==> src/rtl/idc_pkg.sv <==
// Shared types and encodings for the decode-control queue: bundle layout,
// RV64IM opcode constants and the ALU operation codes used by ctrl/mctrl.
package idc_pkg;

  // Storage width of the pc/imm fields; narrower builds zero-extend into it.
  parameter int IDC_XLEN = 64;

  localparam logic [6:0] OP_R      = 7'b0110011;
  localparam logic [6:0] OP_R32    = 7'b0111011;
  localparam logic [6:0] OP_IMM    = 7'b0010011;
  localparam logic [6:0] OP_IMM32  = 7'b0011011;
  localparam logic [6:0] OP_LOAD   = 7'b0000011;
  localparam logic [6:0] OP_STORE  = 7'b0100011;
  localparam logic [6:0] OP_BRANCH = 7'b1100011;
  localparam logic [6:0] OP_JAL    = 7'b1101111;
  localparam logic [6:0] OP_JALR   = 7'b1100111;
  localparam logic [6:0] OP_LUI    = 7'b0110111;
  localparam logic [6:0] OP_AUIPC  = 7'b0010111;
  localparam logic [6:0] OP_SYSTEM = 7'b1110011;

  localparam logic [3:0] ALU_ADD    = 4'd0;
  localparam logic [3:0] ALU_SUB    = 4'd1;
  localparam logic [3:0] ALU_SLL    = 4'd2;
  localparam logic [3:0] ALU_SLT    = 4'd3;
  localparam logic [3:0] ALU_SLTU   = 4'd4;
  localparam logic [3:0] ALU_XOR    = 4'd5;
  localparam logic [3:0] ALU_SRL    = 4'd6;
  localparam logic [3:0] ALU_SRA    = 4'd7;
  localparam logic [3:0] ALU_OR     = 4'd8;
  localparam logic [3:0] ALU_AND    = 4'd9;
  localparam logic [3:0] ALU_COPY_B = 4'd10;

  typedef struct packed {
    logic [IDC_XLEN-1:0] pc;
    logic [IDC_XLEN-1:0] imm;
    logic [4:0]          rd;
    logic [4:0]          rs1;
    logic [4:0]          rs2;
    logic                rf_wr_en;
    logic                do_jump;
    logic                is_branch;
    logic                is_debug;
    logic                alu_a_sel;
    logic                alu_b_sel;
    logic [3:0]          alu_ctrl;
    logic [2:0]          BrType;
    logic [1:0]          rf_wr_sel;
    logic                is_rs1_used;
    logic                is_rs2_used;
    logic                m_sel;
    logic [2:0]          dm_rd_ctrl;
    logic [2:0]          dm_wr_ctrl;
  } idc_bundle_t;

  typedef struct packed {
    logic       rf_wr_en;
    logic       do_jump;
    logic       is_branch;
    logic       is_debug;
    logic       alu_a_sel;
    logic       alu_b_sel;
    logic [3:0] alu_ctrl;
    logic [2:0] BrType;
    logic [1:0] rf_wr_sel;
    logic       is_rs1_used;
    logic       is_rs2_used;
    logic [2:0] dm_rd_ctrl;
    logic [2:0] dm_wr_ctrl;
  } ctrl_sig_t;

  typedef struct packed {
    logic       m_sel;
    logic       rf_wr_en;
    logic [1:0] rf_wr_sel;
    logic       alu_a_sel;
    logic       alu_b_sel;
    logic [3:0] alu_ctrl;
  } mctrl_sig_t;

  function automatic logic [3:0] alu_op(input logic [2:0] f3, input logic alt);
    logic [3:0] op;
    case (f3)
      3'd0:    op = alt ? ALU_SUB : ALU_ADD;
      3'd1:    op = ALU_SLL;
      3'd2:    op = ALU_SLT;
      3'd3:    op = ALU_SLTU;
      3'd4:    op = ALU_XOR;
      3'd5:    op = alt ? ALU_SRA : ALU_SRL;
      3'd6:    op = ALU_OR;
      default: op = ALU_AND;
    endcase
    return op;
  endfunction

endpackage

==> src/rtl/ctrl.sv <==
// Base-ISA control decoder. rf_wr_sel: 0 alu, 1 memory, 2 pc+4.
module ctrl
  import idc_pkg::*;
(
  input  logic [31:0] inst,
  output ctrl_sig_t   out
);

  logic [2:0] f3;
  assign f3 = inst[14:12];

  always_comb begin
    out = '0;
    case (inst[6:0])
      OP_R, OP_R32: begin
        out.rf_wr_en    = 1'b1;
        out.alu_ctrl    = alu_op(f3, inst[30]);
        out.is_rs1_used = 1'b1;
        out.is_rs2_used = 1'b1;
      end
      OP_IMM, OP_IMM32: begin
        out.rf_wr_en    = 1'b1;
        out.alu_b_sel   = 1'b1;
        // Only shifts use bit 30 as an op modifier; addi has no subtract form.
        out.alu_ctrl    = alu_op(f3, (f3 == 3'd5) & inst[30]);
        out.is_rs1_used = 1'b1;
      end
      OP_LOAD: begin
        out.rf_wr_en    = 1'b1;
        out.alu_b_sel   = 1'b1;
        out.rf_wr_sel   = 2'd1;
        out.dm_rd_ctrl  = f3 + 3'd1;
        out.is_rs1_used = 1'b1;
      end
      OP_STORE: begin
        out.alu_b_sel   = 1'b1;
        out.dm_wr_ctrl  = f3 + 3'd1;
        out.is_rs1_used = 1'b1;
        out.is_rs2_used = 1'b1;
      end
      OP_BRANCH: begin
        out.is_branch   = 1'b1;
        out.BrType      = f3;
        out.alu_a_sel   = 1'b1;
        out.alu_b_sel   = 1'b1;
        out.is_rs1_used = 1'b1;
        out.is_rs2_used = 1'b1;
      end
      OP_JAL: begin
        out.rf_wr_en  = 1'b1;
        out.do_jump   = 1'b1;
        out.alu_a_sel = 1'b1;
        out.alu_b_sel = 1'b1;
        out.rf_wr_sel = 2'd2;
      end
      OP_JALR: begin
        out.rf_wr_en    = 1'b1;
        out.do_jump     = 1'b1;
        out.alu_b_sel   = 1'b1;
        out.rf_wr_sel   = 2'd2;
        out.is_rs1_used = 1'b1;
      end
      OP_LUI: begin
        out.rf_wr_en  = 1'b1;
        out.alu_b_sel = 1'b1;
        out.alu_ctrl  = ALU_COPY_B;
      end
      OP_AUIPC: begin
        out.rf_wr_en  = 1'b1;
        out.alu_a_sel = 1'b1;
        out.alu_b_sel = 1'b1;
      end
      OP_SYSTEM: begin
        out.is_debug = (inst == 32'h0010_0073);
      end
      default: out = '0;
    endcase
  end

endmodule

==> src/rtl/idc_decode.sv <==
// Combinational instruction decode into one queue bundle; M-extension
// control wins over base control for the fields both units drive.
module idc_decode
  import idc_pkg::*;
#(
  parameter int XLEN = 64
) (
  input  logic [31:0]     instruction,
  input  logic [XLEN-1:0] pc,
  output idc_bundle_t     bundle
);

  logic [XLEN-1:0] imm_val;
  ctrl_sig_t       c_sig;
  mctrl_sig_t      m_sig;

  imm #(.XLEN(XLEN)) u_imm (
    .inst (instruction),
    .out  (imm_val)
  );

  ctrl u_ctrl (
    .inst (instruction),
    .out  (c_sig)
  );

  mctrl u_mctrl (
    .opcode (instruction[6:0]),
    .funct3 (instruction[14:12]),
    .funct7 (instruction[31:25]),
    .out    (m_sig)
  );

  always_comb begin
    bundle             = '0;
    bundle.pc          = IDC_XLEN'(pc);
    bundle.imm         = IDC_XLEN'(imm_val);
    bundle.rd          = instruction[11:7];
    bundle.rs1         = instruction[19:15];
    bundle.rs2         = instruction[24:20];
    bundle.do_jump     = c_sig.do_jump;
    bundle.is_branch   = c_sig.is_branch;
    bundle.is_debug    = c_sig.is_debug;
    bundle.BrType      = c_sig.BrType;
    bundle.is_rs1_used = c_sig.is_rs1_used;
    bundle.is_rs2_used = c_sig.is_rs2_used;
    bundle.dm_rd_ctrl  = c_sig.dm_rd_ctrl;
    bundle.dm_wr_ctrl  = c_sig.dm_wr_ctrl;
    bundle.m_sel       = m_sig.m_sel;
    if (m_sig.m_sel) begin
      bundle.rf_wr_en  = m_sig.rf_wr_en;
      bundle.rf_wr_sel = m_sig.rf_wr_sel;
      bundle.alu_a_sel = m_sig.alu_a_sel;
      bundle.alu_b_sel = m_sig.alu_b_sel;
      bundle.alu_ctrl  = m_sig.alu_ctrl;
    end else begin
      bundle.rf_wr_en  = c_sig.rf_wr_en;
      bundle.rf_wr_sel = c_sig.rf_wr_sel;
      bundle.alu_a_sel = c_sig.alu_a_sel;
      bundle.alu_b_sel = c_sig.alu_b_sel;
      bundle.alu_ctrl  = c_sig.alu_ctrl;
    end
  end

endmodule

==> src/rtl/imm.sv <==
// Immediate generator: sign-extended I/S/B/U/J immediate, XLEN bits wide.
module imm
  import idc_pkg::*;
#(
  parameter int XLEN = 64
) (
  input  logic [31:0]     inst,
  output logic [XLEN-1:0] out
);

  always_comb begin
    out = '0;
    case (inst[6:0])
      OP_IMM, OP_IMM32, OP_LOAD, OP_JALR:
        out = XLEN'($signed(inst[31:20]));
      OP_STORE:
        out = XLEN'($signed({inst[31:25], inst[11:7]}));
      OP_BRANCH:
        out = XLEN'($signed({inst[31], inst[7], inst[30:25], inst[11:8], 1'b0}));
      OP_LUI, OP_AUIPC:
        out = XLEN'($signed({inst[31:12], 12'b0}));
      OP_JAL:
        out = XLEN'($signed({inst[31], inst[19:12], inst[20], inst[30:21], 1'b0}));
      default:
        out = '0;
    endcase
  end

endmodule

==> src/rtl/mctrl.sv <==
// M-extension control decoder; alu_ctrl carries {1, funct3} to select the mul/div op.
module mctrl
  import idc_pkg::*;
(
  input  logic [6:0] opcode,
  input  logic [2:0] funct3,
  input  logic [6:0] funct7,
  output mctrl_sig_t out
);

  always_comb begin
    out = '0;
    if ((opcode == OP_R || opcode == OP_R32) && funct7 == 7'b0000001) begin
      out.m_sel    = 1'b1;
      out.rf_wr_en = 1'b1;
      out.alu_ctrl = {1'b1, funct3};
    end
  end

endmodule

==> src/rtl/pipeline_idc_queue.sv <==
// IF->ID decode-control queue: decoded bundles are buffered in a DEPTH-entry FIFO.
// Handshake: a beat transfers on a rising edge when valid & ready are both high and flush is low.
module pipeline_idc_queue
  import idc_pkg::*;
#(
  parameter int XLEN  = 64,
  parameter int DEPTH = 4
) (
  input  logic                       clk,
  input  logic                       reset,
  input  logic                       flush,
  input  logic                       in_valid,
  output logic                       in_ready,
  input  logic [31:0]                instruction_IF,
  input  logic [XLEN-1:0]            pc_IFR,
  output logic                       out_valid,
  input  logic                       out_ready,
  output idc_bundle_t                out_bundle,
  output logic [$clog2(DEPTH+1)-1:0] count
);

  localparam int AW = $clog2(DEPTH);
  localparam int CW = $clog2(DEPTH+1);

  idc_bundle_t   wr_bundle;
  idc_bundle_t   mem_q [DEPTH];
  logic [AW-1:0] wptr_q, wptr_d;
  logic [AW-1:0] rptr_q, rptr_d;
  logic [CW-1:0] count_q, count_d;
  logic          push, pop;

  idc_decode #(.XLEN(XLEN)) u_decode (
    .instruction (instruction_IF),
    .pc          (pc_IFR),
    .bundle      (wr_bundle)
  );

  assign in_ready   = (count_q != CW'(DEPTH));
  assign out_valid  = (count_q != '0);
  assign push       = in_valid & in_ready & ~flush;
  assign pop        = out_valid & out_ready & ~flush;
  assign count      = count_q;
  // Empty queue presents a NOP bubble rather than stale storage.
  assign out_bundle = out_valid ? mem_q[rptr_q] : '0;

  always_comb begin
    wptr_d  = wptr_q;
    rptr_d  = rptr_q;
    count_d = count_q;
    if (flush) begin
      wptr_d  = '0;
      rptr_d  = '0;
      count_d = '0;
    end else begin
      if (push) wptr_d = wptr_q + AW'(1);
      if (pop)  rptr_d = rptr_q + AW'(1);
      case ({push, pop})
        2'b10:   count_d = count_q + CW'(1);
        2'b01:   count_d = count_q - CW'(1);
        default: count_d = count_q;
      endcase
    end
  end

  always_ff @(posedge clk or posedge reset) begin
    if (reset) begin
      wptr_q  <= '0;
      rptr_q  <= '0;
      count_q <= '0;
    end else begin
      wptr_q  <= wptr_d;
      rptr_q  <= rptr_d;
      count_q <= count_d;
    end
  end

  // Storage carries no reset; occupancy alone decides what is visible.
  always_ff @(posedge clk) begin
    if (push) mem_q[wptr_q] <= wr_bundle;
  end

endmodule

==> config.mk <==
export PLATFORM = sky130hd
export DESIGN_NAME = pipeline_idc_queue
export DESIGN_NICKNAME = d
export VERILOG_FILES = /design/src/rtl/idc_pkg.sv /design/src/rtl/ctrl.sv /design/src/rtl/idc_decode.sv /design/src/rtl/imm.sv /design/src/rtl/mctrl.sv /design/src/rtl/pipeline_idc_queue.sv
export SDC_FILE = /design/constraint.sdc
export NUM_CORES = 1
export LEC_CHECK = 0
export BUFFER_PORTS_ARGS = -buffer_cell sky130_fd_sc_hd__buf_2
export CAP_MARGIN = 20
export CORE_MARGIN = 4
export CORE_UTILIZATION = 52
export DETAILED_ROUTE_END_ITERATION = 7
export PLACE_DENSITY_LB_ADDON = 0.15
export SYNTH_ARGS = -nofsm -noshare
export SYNTH_HDL_FRONTEND = slang
export SYNTH_SLANG_ARGS = --single-unit
==> constraint.sdc <==
create_clock -name clk -period 4.2 [get_ports clk]
set_clock_uncertainty 0.05 [all_clocks]
set_input_delay 0.84 -clock clk [delete_from_list [all_inputs] [get_ports clk]]
set_output_delay 0.84 -clock clk [all_outputs]
set_load 0.005 [all_outputs]
* Word-level counts from Yosys, hierarchy flattened
Memories as Yosys holds them, arrays and structs flattened.
Index checks and enable logic that the tools add are counted.
Widths: inputs -> output; s select.
** Cells by class
- Equality and inequality tests :: 23
- Bitwise operators :: 6
- $add $sub $neg :: 5
- Mux-type cells :: 34
- Reduce and logical (&&, ||, !) cells :: 17
** Operators by type and width (count)
- $pmux 64 s5 :: 1
- $mux 167 :: 1
- $pmux 4 s7 :: 2
- $eq 32x21->1 const B :: 1
- $eq 7x6->1 const B :: 4
- $eq 7x7->1 const B :: 4
- $eq 7x5->1 const B :: 3
- $reduce_or 9->1 :: 2
- $mux 1 :: 15
- $mux 2 :: 6
- $mux 3 :: 4
- $pmux 4 s3 :: 1
- $eq 3x3->1 const B :: 3
- $reduce_or 2->1 :: 4
- $reduce_or 4->1 :: 2
- $reduce_or 8->1 :: 1
- $eq 7x1->1 const B :: 1
- $eq 7x2->1 const B :: 1
- $add 3x1->3 const B :: 2
- $eq 3x2->1 const B :: 2
- $mux 6 :: 1
- $pmux 3 s2 :: 1
- $reduce_bool 3->1 :: 2
- $and 1x1->1 :: 5
- 14 further kinds :: 16
** Storage, ports and cells
- Logic and storage cells :: 89
- Memories :: 1
- Output and inout port bits :: 172
- Register bits :: 7
- RAM bits :: 668
- Input bits :: 101
** Memories
- mem_q :: words 4, width 167, read ports 1, clocked after Yosys merged registers in 0, write ports 1, line pipeline_idc_queue.sv:26 : idc_bundle_t mem_q [DEPTH];

* Logic depth before layout (Yosys ltp)
Gate-level depths: netlist of the first run.
- Word-level depth :: 6
- Gate-level depth with buffers :: 6
- Depth with buffers taken out :: 6

* Hierarchy
A second synthesis of the first run with hierarchy kept.
** Second synthesis, totals
- Cells, all modules :: 1429
- Area, all modules :: 27948.1 um^2
** Modules (own cells, without submodules)
- pipeline_idc_queue :: times used 1, area an instance 25773.5 um^2, cells an instance 1124
- imm :: times used 1, area an instance 777.0 um^2, cells an instance 115
- idc_decode :: times used 1, area an instance 739.5 um^2, cells an instance 89
- ctrl :: times used 1, area an instance 519.2 um^2, cells an instance 83
- mctrl :: times used 1, area an instance 138.9 um^2, cells an instance 18

* Worst setup path before layout of the first run
No wires, ideal clock.
- Path type :: input -> register
- Start :: input flush
- End :: memory mem_q[0][0] (netlist bit), enable pin
- Arrival time :: 4315 ps
- Cell stages on the path :: 3
- Data required time :: 3639 ps
- Path buffers :: 1
- Setup slack :: -675 ps
- Cells stage by stage :: clkbuf_1 -> nor2_1 -> and2_1
** On the way
- Cells in the longest elaborated chain, start to end :: 4
** RTL lines
- start: declaration :: line pipeline_idc_queue.sv:11 : input logic flush,
- $not 1->1 :: line pipeline_idc_queue.sv:40 : assign push = in_valid & in_ready & ~flush;
- $and 1x1->1 :: line pipeline_idc_queue.sv:40
- $mux 1 :: line pipeline_idc_queue.sv:79 : if (push) mem_q[wptr_q] <= wr_bundle;
- $mux 1 (not written as such) :: line pipeline_idc_queue.sv:79
- end: declaration :: line pipeline_idc_queue.sv:26
No other way between the ends.

==> out/summary.txt, run 1 <==
===============================================================================================
Count of flip-flops with a built-in enable after synthesis                                  540
Dpl hpwl                                                                              28,500 µm
Total Negative Setup Slacks                                                                0 ns
Total number of clock tree sinks                                                            547
Initial antenna violation count                                                               6
Setup WS post-layout                                                                   0.739 ns
Post-layout power                                                                       15.0 mW
Final weighted congestion in routability-driven placement                                 0.813
Setup fix buffers added after clock tree synthesis                                            0
Fillers                                                                                   3,062
Starting density of the core                                                              52.6%
Area Overhead vs Synth                                                                    16.8%
PD cells                                                                             583 mW/mm²
Sequential share of power                                                                 42.7%
Power Internal                                                                          11.0 mW
Hold Fails Final Rpt                                                                          0
Number of CTS-inserted buffers                                                               56
Result of the run                                                                  complete, no violations
Crit Reg-Reg Startpoint                                                                count[2]
Post-DRT Antenna Nets                                                                         0
Worst relative slew slack                                                                 28.7%
Worst Max-Slew Pin Slew                                                                 1.06 ns
Router iterations before antenna repair                                                       7
GR Util All Layers                                                                        20.4%
Required time worst endpoint                                                            3.31 ns
Total gr overflow                                                                             0
Most common cell after layout, fill and taps aside                                 sky130_fd_sc_hd__edfxtp_1
Kind of capture point of the worst setup path                                       output port
I/O pin count                                                                               273
Floorplan die height                                                                     214 µm
Post-placement worst setup slack                                                        1.29 ns
Net count, final                                                                          1,471
Netlist area before placement                                                        0.0220 mm²
Register area share after synthesis                                                       74.5%
Crit path time final                                                                    3.46 ns
Register-to-register setup slack                                                        1.71 ns
Fmax achieved                                                                           289 MHz
Number of max-cap violations                                                                  0
Async S/R FF share, synth                                                                 1.28%
Crit path launch type                                                                      flop
Die Span X                                                                               214 µm
Number of cells in the finished layout apart from fillers                                 1,945
Largest net degree at the start of global routing                                            65
DRC marker count from the first detailed-route iteration                                    703
Overall via count from detail_route                                                      11,100
Switching power                                                                         3.94 mW
Commonest cells after routing, fill and taps aside                                 sky130_fd_sc_hd__edfxtp_1, sky130_fd_sc_hd__buf_2, sky130_fd_sc_hd__and2_1, sky130_fd_sc_hd__mux4_2, sky130_fd_sc_hd__clkbuf_16
Number of gates resized after cts                                                             0
Worst reg2reg path depth                                                                      5
Via count of the first global-routing pass                                               11,300
CTS tree                                                                                   done
Type of the most critical hold path                                                 in -> async
Period Utilization, post-route                                                            82.4%
First-pass GRT wire length                                                            69,900 µm
Max rail drop VDD                                                                    0.000384 V
Total length of routed wires                                                          46,500 µm
Classification of the worst setup path                                               reg -> out
Register bit count reported by yosys                                                        547
Hold-fix buffer count after cts                                                               0
RSZ-0062 raised after global routing                                                      false
Worst Path Max Fanout                                                                        52
Number of nets in the synthesized netlist                                                 1,205
Avg WL per Cell                                                                         23.9 µm
Relative contribution of the clock network to total power                                 32.4%
Crit. Startpoint                                                                       count[0]
Average vias per placed instance                                                           5.69
Synthesis Warnings                                                                            0
Final count of negative-setup-slack endpoints                                                 0
Latest clock arrival within the worst-skew pair                                         0.58 ns
Cells after DPL                                                                           1,840
Residual DRC                                                                                  0
Largest buffer count on any clock path                                                        3
Layout cell share with drive strength beyond 1                                            37.3%
Most used flip-flop cell after synthesis                                           sky130_fd_sc_hd__edfxtp_1
Switch share                                                                              26.3%
Buffer type at the clock tree root                                                 sky130_fd_sc_hd__clkbuf_16
Syn Area/Cell                                                                          20.1 µm²
Leakage                                                                                 9.06 nW
Reg2Reg Capture Point                                                              mem_q[1][106]
Data arrival, critical path                                                             2.57 ns
Clock input transition at the sequential cells of the worst setup and hold paths        0.06 ns
H-Tree Level Count                                                                            2
Gate count after technology mapping                                                       1,094
Count of input and output buffers                                                           272
Count of cell types in the netlist                                                           52
Placeable core region                                                                0.0419 mm²
Number of standard-cell rows in the floorplan                                                75
Die area                                                                             0.0457 mm²
Total count of max-transition violations in the final report                                  0
Logic gate share of total power                                                           24.9%
===============================================================================================
## flip-flops by register name (all words and copies together), names as in the netlist
signal / count
mem_q: 540
wptr_q: 2
rptr_q: 2
count: 3
## per-layer routing
metal	part of all wire, %	track usage (%)	wire length (µm)	vias to the layer above
li1	-	-	-	4884
met5	0.14	0	64	-
met4	1.9	5.47	899	12
met2	49	32.7	22800	321
met1	43	29.4	19800	5775
met3	6.3	4.07	2930	78
## how the worst max path moves through the flow
stage,endpoint,cells past startpoint
final,out_bundle[99],3
after global routing,out_bundle[101],3
after CTS,out_bundle[99],3
after detailed placement,out_bundle[99],3
after global placement,out_bundle[141],4
after floorplan,mem_q[0][0],3
## critical path: stages, from the launching register on
cell and delay (ns):
sky130_fd_sc_hd__dfrtp_1 0.46, sky130_fd_sc_hd__or3_4 0.54, sky130_fd_sc_hd__and2_1 0.68, sky130_fd_sc_hd__buf_2 0.24
## layout make-up
class / count / area (µm²) / area share (%)
Clock inverter: 30 / 315 / 1.23
Clock buffer: 71 / 1480 / 5.76
Timing Repair Buffer: 296 / 1680 / 6.53
Multi-Input combinational cell: 447 / 5100 / 19.8
Sequential cell: 547 / 16400 / 63.8
Antenna cell: 3 / 7.51 / 0.0292
Inverter: 12 / 45.0 / 0.175
Tap cell: 539 / 674 / 2.62
## power groups by stage
stage	combinational, mW	clock, mW	sequential, mW
2_1_floorplan	2.44	0	6.47
3_3_place_gp	3.85	0	6.51
3_5_place_dp	3.85	0	6.52
4_1_cts	3.86	4.98	6.41
5_1_grt	4.12	5.22	6.43
6_report	3.72	4.85	6.41
## synthesized netlist by cell type, types with 5 or more instances
cell type / number / area (µm²)
sky130_fd_sc_hd__a21o_1: 20 / 150
sky130_fd_sc_hd__a21oi_1: 10 / 50.1
sky130_fd_sc_hd__and2_1: 148 / 926
sky130_fd_sc_hd__buf_2: 21 / 105
sky130_fd_sc_hd__buf_4: 34 / 255
sky130_fd_sc_hd__clkbuf_1: 29 / 109
sky130_fd_sc_hd__dfrtp_1: 7 / 175
sky130_fd_sc_hd__edfxtp_1: 540 / 16200
sky130_fd_sc_hd__ha_1: 9 / 113
sky130_fd_sc_hd__inv_1: 12 / 45.0
sky130_fd_sc_hd__mux4_2: 135 / 3040
sky130_fd_sc_hd__nand2_1: 13 / 48.8
sky130_fd_sc_hd__nand2b_1: 6 / 37.5
sky130_fd_sc_hd__nand3_1: 8 / 40.0
sky130_fd_sc_hd__nor2_1: 21 / 78.8
sky130_fd_sc_hd__nor3_1: 6 / 30.0
sky130_fd_sc_hd__nor4_1: 6 / 37.5
sky130_fd_sc_hd__nor4b_1: 5 / 43.8
sky130_fd_sc_hd__o21ai_0: 7 / 35.0
## through the flow
step                      utilization, %  cell area, µm²  hold slack [ns]
after floorplan                        -           22000            0.493
after global placement              57.1           23900            0.512
after detailed placement            57.1           23900            0.545
after CTS                           61.4           25700            0.117
after global routing                61.4           25700            0.142
final                               61.4           25700            0.141
## cell families (layout without fill, tap and decap cells)
family | Yosys count | after routing | share of synthesized area, %
buf+inv | 100 | 409 | 2.41
xor+xnor | 6 | 6 | 0.239
other cells | 0 | 3 | 0
simple gates | 237 | 237 | 6.52
compound gates | 57 | 57 | 1.80
flops | 547 | 547 | 74.5
mux | 137 | 137 | 13.9
fa+ha+maj | 10 | 10 | 0.603
No activity file was read; power rests on OpenSTA's default activity.
==> inputs of run 2 (changes only) <==
--- a/config.mk
+++ b/config.mk
@@ -5,6 +5,7 @@
 export SDC_FILE = /design/constraint.sdc
 export NUM_CORES = 1
 export LEC_CHECK = 0
+export ABC_AREA = 1
 export BUFFER_PORTS_ARGS = -buffer_cell sky130_fd_sc_hd__buf_2
 export CAP_MARGIN = 20
 export CORE_MARGIN = 4
==> constraint.sdc (replaced) <==
create_clock -name clk -period 2.85 [get_ports clk]
set_clock_uncertainty 0.05 [all_clocks]
set_input_delay 0.57 -clock clk [delete_from_list [all_inputs] [get_ports clk]]
set_output_delay 0.57 -clock clk [all_outputs]
set_load 0.005 [all_outputs]
==> run 2 against run 1 <==
  * Hold slack worse by 0.018 ns
  * Worst setup slack lost 0.71 ns
  * Non-clock buffer count is 36 higher
  * Critical path type unchanged
  * Critical endpoint is now out_bundle[24]
  * Largest cell class unchanged
==> out/summary.txt, run 2 <==
===============================================================================================
Result of the run                                                                  complete, no violations
Crit Reg-Reg Startpoint                                                                count[1]
Post-placement worst setup slack                                                       0.461 ns
Most used flip-flop cell after synthesis                                           sky130_fd_sc_hd__edfxtp_1
Starting density of the core                                                              53.1%
Number of CTS-inserted buffers                                                               54
Post-route cell area                                                                 0.0270 mm²
Total length of routed wires                                                          58,600 µm
Clock input transition at the sequential cells of the worst setup and hold paths        0.06 ns
Switch share                                                                              31.0%
Netlist area before placement                                                        0.0225 mm²
Worst Path Max Fanout                                                                        35
Register bit count reported by yosys                                                        547
Switching power                                                                         7.12 mW
Floorplan die height                                                                     216 µm
Most used standard cell by instance count after synthesis                          sky130_fd_sc_hd__nor2_1
Max rail drop VDD                                                                    0.000551 V
Async S/R FF share, synth                                                                 1.28%
Fraction of synthesized cell area taken by the top area cell type                         72.1%
Average vias per placed instance                                                           5.50
Largest net degree at the start of global routing                                            77
Largest register by flop count                                                            mem_q
Router iterations before antenna repair                                                       7
Avg WL per Cell                                                                         21.2 µm
Required time worst endpoint                                                            2.23 ns
Buffer type at the clock tree root                                                 sky130_fd_sc_hd__clkbuf_16
GR Util All Layers                                                                        24.3%
Number of standard-cell rows in the floorplan                                                75
Relative contribution of the clock network to total power                                 31.3%
Dpl hpwl                                                                              32,000 µm
Final weighted congestion in routability-driven placement                                 0.833
Initial antenna violation count                                                               4
Number of cells in the finished layout apart from fillers                                 2,769
Synthesis Warnings                                                                            0
Net count, final                                                                          2,254
Cells after DPL                                                                           2,636
Type of the most critical hold path                                                   in -> reg
Post-DRT Antenna Nets                                                                         0
DRC marker count from the first detailed-route iteration                                  1,415
Area Overhead vs Synth                                                                    19.9%
Worst Max-Slew Pin Slew                                                                 1.00 ns
Crit path time final                                                                    2.82 ns
Logic gate share of total power                                                           28.3%
Count of cell types in the netlist                                                           29
Worst slack on hold paths                                                              0.123 ns
Total count of max-transition violations in the final report                                  0
H-Tree Level Count                                                                            2
Count of input and output buffers                                                           272
Latest clock arrival within the worst-skew pair                                         0.61 ns
Hold Fails Final Rpt                                                                          0
Number of nets in the synthesized netlist                                                 2,003
Layout cell share with drive strength beyond 1                                            21.5%
Power Internal                                                                          15.8 mW
Worst reg2reg path depth                                                                      7
Sequential share of power                                                                 40.4%
PD cells                                                                             851 mW/mm²
Worst setup path endpoint                                                          out_bundle[24]
Die area                                                                             0.0466 mm²
CTS tree                                                                                   done
Total gr overflow                                                                             0
Commonest cells after routing, fill and taps aside                                 sky130_fd_sc_hd__nor2_1, sky130_fd_sc_hd__edfxtp_1, sky130_fd_sc_hd__buf_2, sky130_fd_sc_hd__o21ai_0, sky130_fd_sc_hd__a21oi_1
Placeable core region                                                                0.0423 mm²
Count of flip-flops with a built-in enable after synthesis                                  540
I/O pin count                                                                               273
Area leader, netlist                                                               sky130_fd_sc_hd__edfxtp_1
Residual DRC                                                                                  0
Number of flip-flops in the largest register                                                540
Total number of clock tree sinks                                                            547
Crit path launch type                                                                      flop
Most common cell after layout, fill and taps aside                                 sky130_fd_sc_hd__nor2_1
Kind of capture point of the worst setup path                                       output port
Register-to-register setup slack                                                        0.79 ns
Final count of negative-setup-slack endpoints                                                 0
Setup WS post-layout                                                                  0.0304 ns
RSZ-0062 raised after global routing                                                       true
Classification of the worst setup path                                               reg -> out
Die Span X                                                                               216 µm
Overall via count from detail_route                                                      15,200
Fmax achieved                                                                           355 MHz
Largest cells by area after synthesis                                              sky130_fd_sc_hd__edfxtp_1, sky130_fd_sc_hd__nor2_1, sky130_fd_sc_hd__o21ai_0
Commonest cells post-synth                                                         sky130_fd_sc_hd__nor2_1, sky130_fd_sc_hd__edfxtp_1, sky130_fd_sc_hd__o21ai_0
Largest buffer count on any clock path                                                        3
Worst relative slew slack                                                                 32.4%
Syn Area/Cell                                                                          11.9 µm²
Reg2Reg Capture Point                                                              mem_q[2][20]
Leakage                                                                                 10.1 nW
Area after DPL                                                                       0.0244 mm²
Crit. Startpoint                                                                      rptr_q[0]
Number of max-cap violations                                                                  0
Register area share after synthesis                                                       72.9%
Data arrival, critical path                                                             2.20 ns
Period Utilization, post-route                                                            98.9%
Gate count after technology mapping                                                       1,892
First-pass GRT wire length                                                            87,800 µm
Via count of the first global-routing pass                                               14,500
===============================================================================================
==> run 2: changes by cell type after synthesis, sizes merged, moves of 78 or more <==
cell	change
and2	-149
a21oi	+139
nor2	+564
mux4	-135
o21ai	+272
nand2	+78
==> run 2: worst min path at each step <==
stage | slack, ns | cells past startpoint | from | to
CTS | 0.09 | 1 | pc_IFR[27] | mem_q[1][130]
finish | 0.12 | 1 | pc_IFR[29] | mem_q[1][132]
global placement | 0.51 | 2 | reset | count[0]
floorplan | 0.32 | 1 | reset | count[0]
global route | 0.10 | 1 | pc_IFR[57] | mem_q[1][160]
detailed placement | 0.51 | 2 | reset | count[0]
==> run 2: critical path, stage by stage (launching register included) <==
cell	delay (ns)
sky130_fd_sc_hd__dfrtp_4	0.47
sky130_fd_sc_hd__buf_12	0.20
sky130_fd_sc_hd__buf_16	0.22
sky130_fd_sc_hd__nor2_1	0.07
sky130_fd_sc_hd__nor2_1	0.08
sky130_fd_sc_hd__o21ai_0	0.10
sky130_fd_sc_hd__a21oi_2	0.26
sky130_fd_sc_hd__buf_2	0.18
==> run 2: power groups by stage <==
stage / Clock [mW] / Combinational, mW / Sequential, mW
2_1_floorplan: 0 / 3.28 / 9.41
3_3_place_gp: 0 / 5.60 / 9.42
3_5_place_dp: 0 / 5.65 / 9.43
4_1_cts: 7.30 / 6.30 / 9.26
5_1_grt: 7.66 / 7.10 / 9.28
6_report: 7.19 / 6.50 / 9.26
==> run 2: what timing repair did <==
action / 4_1_cts / 5_1_grt
gates cloned: 14 / 3
pin swaps: 6 / 29
endpoints found under the hold margin: 7 / 0
gates resized for setup: 29 / 53
hold buffers: 1 / 0
setup endpoints to repair: 164 / 137
setup buffers: 6 / 4
==> run 2: kinds of logic after synthesis <==
kind of cell               share of synthesized area, %
DFF                                                72.9
and+or+nand+nor                                    12.5
xor gates and xnor gates                         0.0779
AOI/OAI and AO/OA                                  9.63
adders and majority gates                         0.590
buffers and inverters                              4.33
==> run 2: per-layer routing <==
layer  wire length [µm]  vias up  global-route usage, %
met3               4820       96                   4.98
met4               1300        4                   6.32
li1                   -     7112                      -
met5                 27        -                      0
met2              28600      596                   40.2
met1              23800     7410                   33.3
==> run 2: per-stage QoR <==
stage	total power, mW	setup TNS, ns	util, %
after floorplan	12.7	-263.10	-
after global routing	24.0	-0.997	63.7
after detailed placement	15.1	0	57.7
final	22.9	0	63.7
after CTS	22.9	0	63.3
after global placement	15.0	0	57.7
==> run 2: layout make-up <==
class | instances | area, µm²
Sequential cell | 547 | 16400
Fill cell | 3252 | 15400
Multi-Input combinational cell | 1158 | 5240
Timing Repair Buffer | 332 | 2550
Clock buffer | 60 | 1400
Tap cell | 577 | 722
Clock inverter | 42 | 403
Inverter | 47 | 215
Timing Repair inverter | 3 | 28.8
Antenna cell | 3 | 7.51
==> inputs of run 3 (changes only) <==
--- a/config.mk
+++ b/config.mk
@@ -8,7 +8,7 @@
 export ABC_AREA = 1
 export BUFFER_PORTS_ARGS = -buffer_cell sky130_fd_sc_hd__buf_2
 export CAP_MARGIN = 20
-export CORE_MARGIN = 4
+export CORE_MARGIN = 5
 export CORE_UTILIZATION = 52
 export DETAILED_ROUTE_END_ITERATION = 7
 export PLACE_DENSITY_LB_ADDON = 0.15
==> run 3 against run 2 <==
  * Non-clock buffer count fell by 4
  * Via count fell by 1.1%
  * Flip-flop and latch count did not move
  * Critical path type unchanged
  * Sequential power barely moved
  * Combinational power fell by 5.7%
  * Utilization fell by 2.2 points
  * Sequential share of layout area rose by 1.2 points
  * Highest routed layer unchanged
  * Wire length fell by 1.9%
  * Worst setup slack improved by 0.0067 ns
  * Register-to-register slack got worse by 0.14 ns
==> out/summary.txt, run 3 (same netlist as run 2, synthesis figures left out) <==
===============================================================================================
Dpl hpwl                                                                              33,100 µm
Via count of the first global-routing pass                                               14,300
Post-placement worst setup slack                                                       0.441 ns
Residual DRC                                                                                  0
Area Overhead vs Synth                                                                    17.6%
Placeable core region                                                                0.0430 mm²
Count of input and output buffers                                                           272
Average vias per placed instance                                                           5.44
Hold Fails Final Rpt                                                                          0
Buffer type at the clock tree root                                                 sky130_fd_sc_hd__clkbuf_16
Final weighted congestion in routability-driven placement                                 0.857
Number of standard-cell rows in the floorplan                                                76
Starting density of the core                                                              52.3%
Commonest cells after routing, fill and taps aside                                 sky130_fd_sc_hd__nor2_1, sky130_fd_sc_hd__edfxtp_1, sky130_fd_sc_hd__o21ai_0, sky130_fd_sc_hd__buf_2, sky130_fd_sc_hd__a21oi_1
Reg2Reg Capture Point                                                              mem_q[0][12]
Net count, final                                                                          2,247
Period Utilization, post-route                                                            98.7%
Leakage                                                                                 9.90 nW
Result of the run                                                                  complete, no violations
Layout cell share with drive strength beyond 1                                            20.3%
Largest buffer count on any clock path                                                        3
Largest net degree at the start of global routing                                            96
Total length of routed wires                                                          57,400 µm
Hold path startpoint                                                                 pc_IFR[59]
Post-DRT Antenna Nets                                                                         0
DRC marker count from the first detailed-route iteration                                  1,347
GR Util All Layers                                                                        23.3%
Data arrival, critical path                                                             2.19 ns
Worst reg2reg path depth                                                                      7
Clock input transition at the sequential cells of the worst setup and hold paths        0.06 ns
Classification of the worst setup path                                               reg -> out
Crit path time final                                                                    2.81 ns
Depth of the worst hold-timing path                                                           1
Total gr overflow                                                                             0
Die Span X                                                                               218 µm
Die area                                                                             0.0475 mm²
Final core utilization                                                                    61.5%
H-Tree Level Count                                                                            2
I/O pin count                                                                               273
Crit path launch type                                                                      flop
Register-to-register setup slack                                                        0.65 ns
PD cells                                                                             831 mW/mm²
Router iterations before antenna repair                                                       5
Most common cell after layout, fill and taps aside                                 sky130_fd_sc_hd__nor2_1
Type of the most critical hold path                                                   in -> reg
Worst Max-Slew Pin Slew                                                                0.913 ns
Number of CTS-inserted buffers                                                               54
Crit Reg-Reg Startpoint                                                                count[0]
Setup WS post-layout                                                                  0.0371 ns
Worst relative slew slack                                                                 38.3%
Number of flip-flops in the largest register                                                540
First-pass GRT wire length                                                            85,500 µm
Sink of the worst hold path                                                        mem_q[2][162]
Fmax achieved                                                                           356 MHz
Cells after DPL                                                                           2,649
Overall via count from detail_route                                                      15,100
CTS tree                                                                                   done
Total count of max-transition violations in the final report                                  0
Latest clock arrival within the worst-skew pair                                         0.59 ns
Avg WL per Cell                                                                         20.8 µm
Required time worst endpoint                                                            2.23 ns
RSZ-0062 raised after global routing                                                       true
Total Negative Setup Slacks                                                                0 ns
Final count of negative-setup-slack endpoints                                                 0
Worst Path Max Fanout                                                                        52
Total number of clock tree sinks                                                            547
Max rail drop VDD                                                                    0.000631 V
Initial antenna violation count                                                               5
Largest register by flop count                                                            mem_q
Number of max-cap violations                                                                  0
Number of cells in the finished layout apart from fillers                                 2,767
Kind of capture point of the worst setup path                                       output port
Floorplan die height                                                                     218 µm
===============================================================================================
## run 3: cell count changes in the layout (fill, tap and decap cells not counted), sizes merged
cell      previous run  this run
buf                326       323
bufbuf               3         0
bufinv               7         2
clkbuf              62        72
clkinv              35        29
clkinvlp             3         1
inv                 47        46
## run 3: report_power, final
group	total, mW	internal [mW]	switching [mW]
Clock	6.57	3.70	2.87
Sequential	9.27	9.16	0.114
Combinational	6.13	2.29	3.85
## run 3: worst max-delay path by stage
stage,cells past startpoint,startpoint,slack (ns),to
after detailed placement,6,rptr_q[1],0.44,out_bundle[20]
after global placement,7,rptr_q[0],0.47,out_bundle[23]
after CTS,5,rptr_q[0],-0.01,out_bundle[150]
final,5,rptr_q[0],0.04,out_bundle[33]
after global routing,7,rptr_q[0],-0.06,out_bundle[76]
after floorplan,6,count[0],-0.50,mem_q[0][0]
## run 3: worst max-delay path: stages (launching register included)
cell	delay, ns
sky130_fd_sc_hd__dfrtp_4	0.58
sky130_fd_sc_hd__inv_8	0.16
sky130_fd_sc_hd__buf_12	0.23
sky130_fd_sc_hd__o21ai_0	0.20
sky130_fd_sc_hd__a21oi_2	0.25
sky130_fd_sc_hd__buf_2	0.16
## run 3: area by class of cell
cell class / instances / area, µm²
antenna: 3 / 7.51
clock buffer: 68 / 1430
clock inverter: 31 / 193
fill: 3413 / 16500
inverter: 47 / 196
multi-input combinational: 1158 / 5220
sequential: 547 / 16400
tap: 585 / 732
timing repair buffer: 328 / 2270
## run 3: per-layer routing
metal,GRT usage (%),part of all wire (%),vias to the layer above
li1,-,-,7085
met1,33.2,42,7300
met2,37.7,48,574
met3,4.18,7.6,90
met4,5.61,2.0,8
met5,0,0.078,-
## run 3: metrics by stage
stage	power (mW)	area, µm²	hold WS (ns)
3_3_place_gp	15.1	24400	0.519
2_1_floorplan	12.7	22500	0.323
4_1_cts	21.9	26300	0.108
3_5_place_dp	15.1	24400	0.510
5_1_grt	23.1	26400	0.117
6_report	22.0	26400	0.146
## run 3: timing repair
action	4_1_cts	5_1_grt
pin swaps	3	11
gates cloned	3	4
hold buffers	1	0
gates resized for setup	23	26
endpoints found under the hold margin	7	0
setup buffers	6	4
setup endpoints to repair	152	137
